## src/rtl/ifq_pkg.sv

```systemverilog
// Shared definitions for the IFQ consumer side: opcodes, reader FSM states
// and default datapath widths.
package ifq_pkg;

  localparam int ADDR_W_DEF = 32;
  localparam int INST_W_DEF = 32;

  localparam logic [5:0] OP_J   = 6'b000010;
  localparam logic [5:0] OP_JAL = 6'b000011;
  localparam logic [5:0] OP_BEQ = 6'b000100;
  localparam logic [5:0] OP_BNE = 6'b000101;

  typedef enum logic [1:0] {
    RUN     = 2'd0,
    REDIR   = 2'd1,
    WAIT_BR = 2'd2
  } rd_state_t;

endpackage

```

## src/rtl/ifq_br_decode.sv

```systemverilog
// Combinational J/JAL/BEQ/BNE classifier and redirect-target generator for
// the instruction at the IFQ head.
module ifq_br_decode
  import ifq_pkg::*;
#(
  parameter int ADDR_W = ADDR_W_DEF,
  parameter int INST_W = INST_W_DEF
) (
  input  logic [INST_W-1:0] inst,
  input  logic [ADDR_W-1:0] pc,
  output logic              is_jump,
  output logic              is_branch,
  output logic [ADDR_W-1:0] target
);

  logic [5:0]        opcode;
  logic [ADDR_W-1:0] pc_plus4;
  logic [ADDR_W-1:0] jump_target;
  logic [ADDR_W-1:0] branch_offset;
  logic [ADDR_W-1:0] branch_target;

  always_comb begin
    opcode        = inst[31:26];
    pc_plus4      = pc + ADDR_W'(4);
    jump_target   = {pc_plus4[ADDR_W-1:28], inst[25:0], 2'b00};
    // Word offset, sign-extended; the add wraps modulo 2^ADDR_W.
    branch_offset = {{(ADDR_W-18){inst[15]}}, inst[15:0], 2'b00};
    branch_target = pc_plus4 + branch_offset;
    is_jump       = (opcode == OP_J) || (opcode == OP_JAL);
    is_branch     = (opcode == OP_BEQ) || (opcode == OP_BNE);
    target        = is_jump ? jump_target : branch_target;
  end

endmodule

```

## src/rtl/ifq_dispatch_reader.sv

```systemverilog
// IFQ head reader: pops into a single-entry issue register, redirects on
// jumps at decode and on taken branches after external resolution.
module ifq_dispatch_reader
  import ifq_pkg::*;
#(
  parameter int ADDR_W = ADDR_W_DEF,
  parameter int INST_W = INST_W_DEF
) (
  input  logic              clk,
  input  logic              rst,
  input  logic [INST_W-1:0] inst,
  input  logic [ADDR_W-1:0] pc_out,
  input  logic              empty,
  output logic              inst_rd_en,
  output logic [ADDR_W-1:0] jmp_branch_address,
  output logic              jmp_branch_valid,
  output logic              issue_valid,
  input  logic              issue_ready,
  output logic [INST_W-1:0] issue_inst,
  output logic [ADDR_W-1:0] issue_pc,
  input  logic              br_resolve_valid,
  input  logic              br_taken,
  output logic              stall_br
);

  rd_state_t         state;
  rd_state_t         state_nxt;
  logic              pop;
  logic              dec_is_jump;
  logic              dec_is_branch;
  logic [ADDR_W-1:0] dec_target;
  logic [ADDR_W-1:0] br_target_q;
  logic [ADDR_W-1:0] br_target_nxt;
  logic [ADDR_W-1:0] jba_nxt;
  logic              jbv_nxt;

  ifq_br_decode #(
    .ADDR_W (ADDR_W),
    .INST_W (INST_W)
  ) u_decode (
    .inst      (inst),
    .pc        (pc_out),
    .is_jump   (dec_is_jump),
    .is_branch (dec_is_branch),
    .target    (dec_target)
  );

  assign inst_rd_en = pop;

  // Popping is gated by rst so the IFQ never sees a read strobe during reset.
  always_comb begin
    state_nxt     = state;
    pop           = 1'b0;
    jbv_nxt       = 1'b0;
    jba_nxt       = jmp_branch_address;
    br_target_nxt = br_target_q;
    stall_br      = (state == WAIT_BR);
    case (state)
      RUN: begin
        pop = rst && !empty && (!issue_valid || issue_ready);
        if (pop && dec_is_jump) begin
          jba_nxt   = dec_target;
          jbv_nxt   = 1'b1;
          state_nxt = REDIR;
        end else if (pop && dec_is_branch) begin
          br_target_nxt = dec_target;
          state_nxt     = WAIT_BR;
        end
      end
      REDIR: begin
        state_nxt = RUN;
      end
      WAIT_BR: begin
        if (br_resolve_valid) begin
          if (br_taken) begin
            jba_nxt   = br_target_q;
            jbv_nxt   = 1'b1;
            state_nxt = REDIR;
          end else begin
            state_nxt = RUN;
          end
        end
      end
      default: begin
        state_nxt = RUN;
      end
    endcase
  end

  always_ff @(posedge clk or negedge rst) begin
    if (!rst) begin
      state              <= RUN;
      jmp_branch_valid   <= 1'b0;
      jmp_branch_address <= '0;
      br_target_q        <= '0;
    end else begin
      state              <= state_nxt;
      jmp_branch_valid   <= jbv_nxt;
      jmp_branch_address <= jba_nxt;
      br_target_q        <= br_target_nxt;
    end
  end

  // A redirect leaves a held issue entry alone; only the back end drains it.
  always_ff @(posedge clk or negedge rst) begin
    if (!rst) begin
      issue_valid <= 1'b0;
      issue_inst  <= '0;
      issue_pc    <= '0;
    end else if (pop) begin
      issue_valid <= 1'b1;
      issue_inst  <= inst;
      issue_pc    <= pc_out;
    end else if (issue_ready) begin
      issue_valid <= 1'b0;
    end
  end

endmodule

```

## config.mk

```make
export PLATFORM = sky130hd
export DESIGN_NAME = ifq_dispatch_reader
export DESIGN_NICKNAME = d
export VERILOG_FILES = /design/src/rtl/ifq_pkg.sv /design/src/rtl/ifq_br_decode.sv /design/src/rtl/ifq_dispatch_reader.sv
export SDC_FILE = /design/constraint.sdc
export NUM_CORES = 1
export LEC_CHECK = 0
export CAP_MARGIN = 15
export CELL_PAD_IN_SITES_DETAIL_PLACEMENT = 0
export CELL_PAD_IN_SITES_GLOBAL_PLACEMENT = 1
export CORE_AREA = 2 2 118 148
export DETAILED_ROUTE_END_ITERATION = 10
export DIE_AREA = 0 0 120 150
export DONT_BUFFER_PORTS = 1
export GPL_ROUTABILITY_DRIVEN = 1
export MAX_ROUTING_LAYER = met4
export PLACE_DENSITY = 0.77
export SYNTH_ARGS = -nofsm -noshare
export SYNTH_HDL_FRONTEND = slang
export SYNTH_SLANG_ARGS = --single-unit
```

## constraint.sdc

```tcl
create_clock -name clk -period 2.1 [get_ports clk]
set_input_delay 0.42 -clock clk [delete_from_list [all_inputs] [get_ports clk]]
set_output_delay 0.42 -clock clk [all_outputs]
set_load 0.005 [all_outputs]
```

==> results_dict.tcl, run 1 <==
set metrics [dict create \
    run_status "complete, but fails checks" \
    violations "hold timing, setup timing" \
    synthDominantAreaCellType "dfrtp_1" \
    drt_pass1_iterations 5 \
    yosysWarnings 0 \
    worst_pin_slew_ns 0.706 \
    synth_seq_cells 132 \
    synth_top_cells_by_count "271 x nand2_1, 132 x dfrtp_1, 91 x nor2_1" \
    synth_cells 938 \
    max_cap_viol_count 0 \
    total_power_uw 8510 \
    ys.flop_type "dfrtp_1" \
    hpwl_um 17100 \
    gp_congestion 0.842 \
    synth.cell_area_um2 7660 \
    drc 0 \
    synth_area_leaders "dfrtp_1 43%, nand2_1 13%, ha_1 5.7%, nor2_1 4.5%, xnor2_1 4.0%" \
    yosysTopAreaCellShare_pct 43.1 \
    fin_crit_sh_pct 134 \
    grt_use_total_pct 28.1 \
    timing.slew.headroom_pct 52.9 \
    grt_max_degree 134 \
    async_flop_share_pct 100 \
    grt_pass1_wl_um 38800 \
    slew_violations 0 \
    p_leak_uw 0.00511 \
    syn_avg_cell_area_um2 8.17 \
    path_max_fanout 4 \
    cts_htree_levels 4 \
    die-area_um2 18000 \
    ant_nets 0 \
    via_count 7241 \
    clockRootBuffer "clkbuf_16" \
    rsz0062_at_grt "yes" \
    antenna_found_initial 0 \
    holdWs_ns -0.315 \
    cts_buffer_depth 2 \
    hold_class "in2async" \
    cts.sinks 132 \
    yosysUniqueCellTypes 62 \
    wl_per_cell_um 18.6 \
    start_util_pct 46.0 \
    cp.required_ns 2.42 \
    cts_tree "done" \
    post-route-worst-setup-slack_ns -0.720 \
    coreArea_um2 16600 \
    dr.first_iter.drc_count 354 \
    vdd_drop_max_mv 0.505 \
    n_antenna_cell 0 \
    drt-vias-per-instance 5.47 \
    ios 170 \
    final_hold_viol_count 132 \
    synth_nets 1044 \
    drive_gt1_share_pct 32.6 \
    multiInputGateArea_um2 5260 \
    port_buffers 0 \
    finalSetupViolCount 29 \
    clk_latency_ns 0.42 \
    synth_edf_count 0 \
    first_global_vias 7529 \
    critPathCaptureType "flip-flop" \
    power_density_nw_per_um2 776 \
    n_fill_cell 1327 \
    layout.nets 1197 \
    rows 53 \
    cts_buffers 17 \
    clk_pin_slew_ns 0.06 \
    min_period_ns 2.82 \
    clock_skew_ns 0.00665 \
    fmax_ghz 0.355 \
    yosysMostFrequentCell "nand2_1" \
    worstSetupPathType "in2reg" \
    die_y_um 150 \
    wl_um 24600 \
    syn_to_final_growth_pct 42.9 \
    die_w_um 120 \
    timing.setup.tns_ns -11.23 \
    cp.arrival_ns 3.14 \
    seq_area_frac_synth_pct 43.1 \
    regArea_um2 3300 \
    grt.overflow.total 0 \
    start_kind "input pin" \
]
## worst paths after layout
path / slack (ns) / from / cells after the start / endpoint
worst min-delay path: -0.32 / rst / 0 / jmp_branch_valid
worst max-delay path: -0.72 / pc_out[14] / 17 / br_target_q[30]
worst max register to register: 0.18 / state[1] / 9 / jmp_branch_address[13]
max in group asynchronous: 2.27 / rst / 0 / br_target_q[24]
worst min register to register: 0.48 / br_target_q[14] / 2 / br_target_q[14]
min in group clk: 0.10 / pc_out[13] / 2 / issue_pc[13]
## kinds of logic after synthesis
kind of cell	count (synthesis)	synth area share, %
and+or+nand+nor	502	29.0
AOI/OAI and AO/OA	151	12.0
DFF	132	43.1
buffers and inverters	56	2.86
xor gates and xnor gates	53	6.06
adders and majority gates	36	5.97
muxes	8	1.06
## where the power goes
part           internal [uW]  total, uW  switching (uW)
registers               3050       3440             389
logic                   1040       2060            1030
clock network           1800       3000            1210
## metal layers
layer	global-route usage [%]	share of wire [%]	up-vias
li1	-	-	3500
met1	35.6	44	3486
met2	45.3	49	226
met3	6.59	5.3	29
met4	7.71	1.4	0
met5	-	0	-
## layout make-up
cell class / instances / share of cell area (%)
multi-input cells: 750 / 48.0
flip-flops and latches: 132 / 30.2
repair buffers: 178 / 13.5
clock buffers: 19 / 4.04
well taps: 220 / 2.51
clock inverters: 13 / 1.37
inverters: 12 / 0.434
## timing repair
action,in CTS,in global routing
endpoints found under the setup margin,32,50
gates resized for setup,98,91
pin swaps,71,82
hold endpoints to repair,132,132
cloned,0,0
setup buffers,22,14
## worst max-delay path, cell delays in order
cell and delay (ns):
and3_4 0.19, nand3_4 0.08, nor3_4 0.25, nand4_1 0.20, nor2_2 0.22, buf_4 0.14, buf_4 0.09, nand3_2 0.09
xnor2_2 0.16, ha_4 0.18, buf_4 0.14, nor4_4 0.20, o41ai_4 0.11, or3_1 0.31, a31oi_1 0.14, nor4_1 0.06
a21o_1 0.15
## cell usage in the layout (no fill, tap or decap), types with 5 or more instances in the layout
| master | n |
|---|---|
| a21oi_1 | 25 |
| inv_1 | 8 |
| nor2b_1 | 5 |
| a21oi_2 | 20 |
| nand3_1 | 20 |
| nor3_1 | 40 |
| nand2_1 | 259 |
| xor2_1 | 13 |
| ha_4 | 16 |
| o211ai_1 | 5 |
| xnor2_2 | 5 |
| a31oi_1 | 5 |
| nand4_1 | 12 |
| o21ai_2 | 9 |
| nand2_2 | 9 |
| mux2i_1 | 5 |
| xnor2_1 | 21 |
| nor2_4 | 6 |
| xnor2_4 | 9 |
| nor4_1 | 6 |
| a21o_1 | 15 |
| clkbuf_16 | 17 |
| dfrtp_1 | 132 |
| nor2_1 | 81 |
| o21ai_1 | 12 |
| o21a_1 | 6 |
| buf_4 | 151 |
| o21ai_0 | 20 |
| nand3_2 | 7 |
| nand3_4 | 5 |
| ha_1 | 18 |
| buf_6 | 22 |
## stage by stage
step	instances	utilization [%]	worst slack [ns]	area [um2]
after floorplan	938	-	-0.888	7820
after global placement	1266	54.7	-1.15	9100
after detailed placement	1266	54.7	-1.20	9100
after CTS	1318	62.3	-0.598	10400
after global routing	1324	65.8	-0.884	11000
final	1324	65.8	-0.720	11000
## registers in the layout, summed over array words and instances, names as in the netlist
register / count
issue_pc: 32
br_target_q: 32
issue_valid: 1
jmp_branch_address: 32
issue_inst: 32
jmp_branch_valid: 1
state: 2
Note: power is estimated with default switching activity, not from simulation.
==> inputs of run 2 (changes only) <==
--- a/config.mk
+++ b/config.mk
@@ -16,3 +16,3 @@
 export MAX_ROUTING_LAYER = met4
-export PLACE_DENSITY = 0.77
+export PLACE_DENSITY_LB_ADDON = 0.1
 export SYNTH_ARGS = -nofsm -noshare
==> constraint.sdc (replaced) <==
create_clock -name clk -period 2.1 [get_ports clk]
set_input_delay 0.21 -clock clk [delete_from_list [all_inputs] [get_ports clk]]
set_output_delay 0.21 -clock clk [all_outputs]
set_load 0.005 [all_outputs]
==> run 2 against run 1 <==
Against the previous run:
- the flow still finishes with violations (hold timing, setup timing)
- total power increased by 1.2%
- combinational power about the same
- flip-flop and latch count unchanged
- largest power group unchanged
- critical path depth fell by 2
- sequential power about the same
- maximum frequency increased by 7.9%
- die area unchanged
- first-iteration DRC count grew 27%
- worst hold slack got worse by 0.21 ns
- global-route usage increased by 0.60 points
- critical endpoint is now br_target_q[27]
==> results_dict.tcl, run 2 (synthesis gave the netlist of run 1 again) <==
set metrics [dict create \
    run_status "complete, but fails checks" \
    violations "hold timing, setup timing" \
    fmax_ghz 0.383 \
    reg2reg_from "state[1]" \
    post-route-worst-setup-slack_ns -0.513 \
    cts_buffers 17 \
    ios 170 \
    cp.required_ns 2.41 \
    die_y_um 150 \
    rrSetupSlack_ns 0.17 \
    rsz0062_at_grt "yes" \
    port_buffers 0 \
    coreArea_um2 16600 \
    dp_cells 1248 \
    final_cell_mix "260 x nand2_1, 135 x buf_4, 132 x dfrtp_1" \
    grt.overflow.total 0 \
    drive_gt1_share_pct 28.9 \
    grt_pass1_wl_um 39600 \
    mostFrequentLayoutCell "nand2_1" \
    drc 0 \
    ff2ff_path_depth 7 \
    drt_pass1_iterations 5 \
    ant_nets 0 \
    fin_crit_sh_pct 124 \
    cts_htree_levels 4 \
    clk_pin_slew_ns 0.06 \
    vdd_drop_max_mv 0.435 \
    utilization_pct 68.0 \
    syn_to_final_growth_pct 47.6 \
    wl_um 24900 \
    max_cap_viol_count 0 \
    hold_class "in2async" \
    wl_per_cell_um 18.1 \
    first_global_vias 7678 \
    cts.sinks 132 \
    clk_latency_ns 0.43 \
    critPathCaptureType "flip-flop" \
    die_w_um 120 \
    n_antenna_cell 0 \
    drt-vias-per-instance 5.47 \
    p_leak_uw 0.00528 \
    rows 53 \
    grt_use_total_pct 28.7 \
    gp_congestion 0.833 \
    timing.setup.tns_ns -6.87 \
    path_max_fanout 5 \
    hpwl_um 17000 \
    start_util_pct 46.0 \
    power_density_nw_per_um2 761 \
    clock_skew_ns 0.00957 \
    total_power_uw 8610 \
    cts_tree "done" \
    cp.arrival_ns 2.92 \
    fin_cells 1375 \
    slew_violations 0 \
    r2r_end "br_target_q[4]" \
    start_kind "input pin" \
    via_count 7524 \
    worst_pin_slew_ns 0.479 \
    dr.first_iter.drc_count 451 \
    cts_buffer_depth 2 \
    min_period_ns 2.61 \
    layout.nets 1248 \
    antenna_found_initial 0 \
    clockRootBuffer "clkbuf_16" \
    final_hold_viol_count 132 \
    die-area_um2 18000 \
    grt_max_degree 134 \
    timing.slew.headroom_pct 67.1 \
    finalSetupViolCount 24 \
    worstSetupPathType "in2reg" \
    holdWs_ns -0.524 \
]
==> run 2: changes by cell type in the layout (fill, tap and decap cells not counted), moves of 4 or more <==
| cell | delta |
|---|---|
| ha_4 | -5 |
| xnor2_2 | +4 |
| nor2_1 | +5 |
| dlygate4sd3_1 | +65 |
| buf_6 | +5 |
| o21ai_0 | +5 |
| xnor2_4 | -5 |
| buf_4 | -16 |
==> run 2: final cells by class <==
type | count | area [um2]
clock buffers | 18 | 439
clock inverters | 14 | 165
fillers | 1281 | 5330
inverters | 12 | 47.5
multi-input cells | 750 | 5070
flip-flops and latches | 132 | 3300
well taps | 220 | 275
repair buffers | 229 | 2010
==> run 2: critical path, stage by stage <==
cell	delay (ns)
nand4_1	0.18
nor3_4	0.28
nor2b_4	0.21
buf_6	0.11
nand4_1	0.08
xnor2_1	0.21
ha_2	0.36
a21oi_2	0.20
o21ai_2	0.10
nor2_1	0.11
nand4_1	0.11
o21a_2	0.18
a221oi_4	0.30
xor2_1	0.19
a21oi_1	0.08
==> run 2: through the flow <==
| step | setup WS [ns] | area, um2 |
|---|---|---|
| 2_1_floorplan | -0.678 | 7810 |
| 3_3_place_gp | -1.05 | 8950 |
| 3_5_place_dp | -1.14 | 8950 |
| 4_1_cts | -0.449 | 10800 |
| 5_1_grt | -0.670 | 11300 |
| 6_report | -0.513 | 11300 |
==> run 2: report_power, final <==
part | switching [uW] | leakage, uW | total, uW | internal, uW
Clock | 1270 | 0.000296 | 3090 | 1820
Sequential | 401 | 0.00166 | 3450 | 3050
Combinational | 1020 | 0.00332 | 2070 | 1050
==> run 2: per-layer routing <==
| layer | global-route usage, % | vias to the layer above | share of wire, % |
|---|---|---|---|
| met5 | - | - | 0 |
| met4 | 9.00 | 0 | 1.6 |
| met3 | 5.91 | 36 | 6.6 |
| met2 | 46.3 | 254 | 49 |
| met1 | 36.4 | 3640 | 43 |
| li1 | - | 3594 | - |
==> run 2: worst max-delay path by stage <==
stage | slack [ns] | to | from | depth (start not counted)
final | -0.51 | br_target_q[27] | pc_out[5] | 15
after global routing | -0.67 | br_target_q[28] | pc_out[13] | 15
after CTS | -0.45 | br_target_q[28] | pc_out[13] | 15
after detailed placement | -1.14 | br_target_q[30] | pc_out[5] | 16
after global placement | -1.05 | br_target_q[31] | pc_out[5] | 15
after floorplan | -0.68 | br_target_q[28] | pc_out[5] | 13
==> run 2: timing repair <==
action,in CTS,in global routing
hold buffers,64,1
setup endpoints to repair,24,41
setup buffers,19,18
gates resized for setup,91,77
endpoints found under the hold margin,217,133
pin swaps,89,85
==> inputs of run 3 (changes only) <==
- CORE_AREA: 2 2 118 148 -> 2 2 94 186
- DIE_AREA: 0 0 120 150 -> 0 0 96 188
==> run 3 against run 2 <==
Against the previous run:
- core utilization decreased by 0.13 points
- worst setup slack got worse by 0.056 ns
- cell count decreased by 0.36%
- the run still ends with hold timing, setup timing left
- via count decreased by 1.7%
- count of clock-buffer cells in the layout increased by 3
- wire length increased by 0.42%
- worst hold slack improved by 0.0061 ns
- sequential share of layout area about the same
==> results_dict.tcl, run 3 (synthesis gave the netlist of run 1 again) <==
set metrics [dict create \
    cts.sinks 132 \
    port_buffers 0 \
    cp.arrival_ns 3.03 \
    fin_crit_sh_pct 127 \
    cts_buffer_depth 2 \
    layout.nets 1257 \
    drc 0 \
    antenna_found_initial 0 \
    rsz0062_at_grt "yes" \
    grt_use_total_pct 28.8 \
    finalSetupViolCount 25 \
    path_max_fanout 4 \
    clockRootBuffer "clkbuf_16" \
    start_kind "input pin" \
    power_density_nw_per_um2 746 \
    vdd_drop_max_mv 0.588 \
    grt_pass1_wl_um 39000 \
    clock_skew_ns 0.00912 \
    timing.setup.tns_ns -7.60 \
    clk_latency_ns 0.43 \
    start_util_pct 45.9 \
    holdWs_ns -0.518 \
    worst_pin_slew_ns 0.406 \
    hold_class "in2async" \
    post-route-worst-setup-slack_ns -0.569 \
    gp_congestion 0.887 \
    postCtsHoldBufs 65 \
    dr.first_iter.drc_count 317 \
    first_global_vias 7756 \
    drive_gt1_share_pct 29.2 \
    n_fill_cell 1345 \
    die_w_um 96 \
    slew_violations 0 \
    hpwl_um 17700 \
    cts_buffers 17 \
    coreArea_um2 16700 \
    min_period_ns 2.67 \
    mostFrequentLayoutCell "nand2_1" \
    grt.overflow.total 0 \
    worstSetupPathType "in2reg" \
    syn_to_final_growth_pct 47.6 \
    run_status "complete, but fails checks" \
    timing.slew.headroom_pct 73.0 \
    ant_nets 0 \
    via_count 7399 \
    violations "hold timing, setup timing" \
    die_y_um 188 \
    drt_pass1_iterations 5 \
    rows 67 \
    cts_htree_levels 4 \
    fmax_ghz 0.375 \
    wl_per_cell_um 18.3 \
    critPathSlowestCell "o41ai_4" \
    wl_um 25000 \
    slowest_delay_ns 0.47 \
    cts_tree "done" \
    ios 170 \
    grt_max_degree 134 \
    die-area_um2 18000 \
    crit_chain "and3_4 > nand4_4 > nor3_4 > nand4_1 > nor2_2 > xor2_2 > ha_4 > nand2_4 > o21ai_2 > nor4_4 > o41ai_4 > or3_1 > a31oi_1 > nor4_1 > a21o_1" \
    max_cap_viol_count 0 \
    n_antenna_cell 0 \
    drt-vias-per-instance 5.40 \
    final_cell_mix "260 x nand2_1, 148 x buf_4, 132 x dfrtp_1" \
    clk_pin_slew_ns 0.06 \
    total_power_uw 8450 \
    final_hold_viol_count 133 \
    p_leak_uw 0.00531 \
    critPathCaptureType "flip-flop" \
    cp.required_ns 2.46 \
]
## run 3: changes by cell type in the layout (fill, tap and decap cells not counted), sizes merged
cell / before / now
buf: 164 / 173
clkinv: 6 / 3
clkinvlp: 1 / 5
bufinv: 2 / 1
clkbuf: 18 / 21
inv: 17 / 13
## run 3: worst paths after layout
check | end | depth (start not counted) | slack, ns | startpoint
max reg2reg | br_target_q[29] | 8 | 0.13 | state[1]
min reg2reg | br_target_q[1] | 2 | 0.47 | br_target_q[1]
min | issue_pc[1] | 0 | -0.52 | rst
min in group clk | br_target_q[8] | 2 | 0 | inst[6]
max | br_target_q[30] | 15 | -0.57 | pc_out[6]
max in group asynchronous | br_target_q[29] | 0 | 2.46 | rst
## run 3: what timing repair did
action	4_1_cts	5_1_grt
resized for setup	90	74
endpoints found under the hold margin	218	132
endpoints found under the setup margin	39	50
setup buffers	21	14
pin swaps	78	59
## run 3: area by class of cell
type / instances / area (um2) / share of cell area [%]
multi-input cells: 750 / 5070 / 44.8
inverters: 12 / 47.5 / 0.420
well taps: 207 / 259 / 2.29
repair buffers: 238 / 2070 / 18.3
clock inverters: 10 / 98.8 / 0.874
flip-flops and latches: 132 / 3300 / 29.2
clock buffers: 21 / 470 / 4.16
## run 3: routing by layer
metal	vias to the layer above	track usage (%)	share of wire (%)
met5	-	-	0
met4	0	10.1	2.2
met3	31	4.54	3.8
met2	188	51.8	56
met1	3558	30.8	38
li1	3622	-	-
## run 3: critical path, delay by kind of cell
kind                     cells  cell delay [ns]
AND/OR/NAND/NOR              9             1.56
AO/OA/AOI/OAI                4             0.83
adder cells (fa/ha/maj)      1             0.31
XOR/XNOR                     1             0.12
## run 3: where the power goes
group          total (uW)  leakage (uW)  switching (uW)  internal, uW
clock                2890      0.000264            1170          1720
sequential           3450       0.00166             399          3050
combinational        2110       0.00338            1030          1070
## run 3: stage by stage
stage	cells	area [um2]	worst slack [ns]	hold WS, ns	utilization [%]
after CTS	1357	10800	-0.516	-0.536	64.9
after floorplan	938	7810	-0.678	-0.0856	-
after detailed placement	1241	8990	-1.15	-0.0829	53.9
after global placement	1241	8990	-1.12	-0.0830	53.9
after global routing	1370	11300	-0.705	-0.538	67.8
final	1370	11300	-0.569	-0.518	67.8
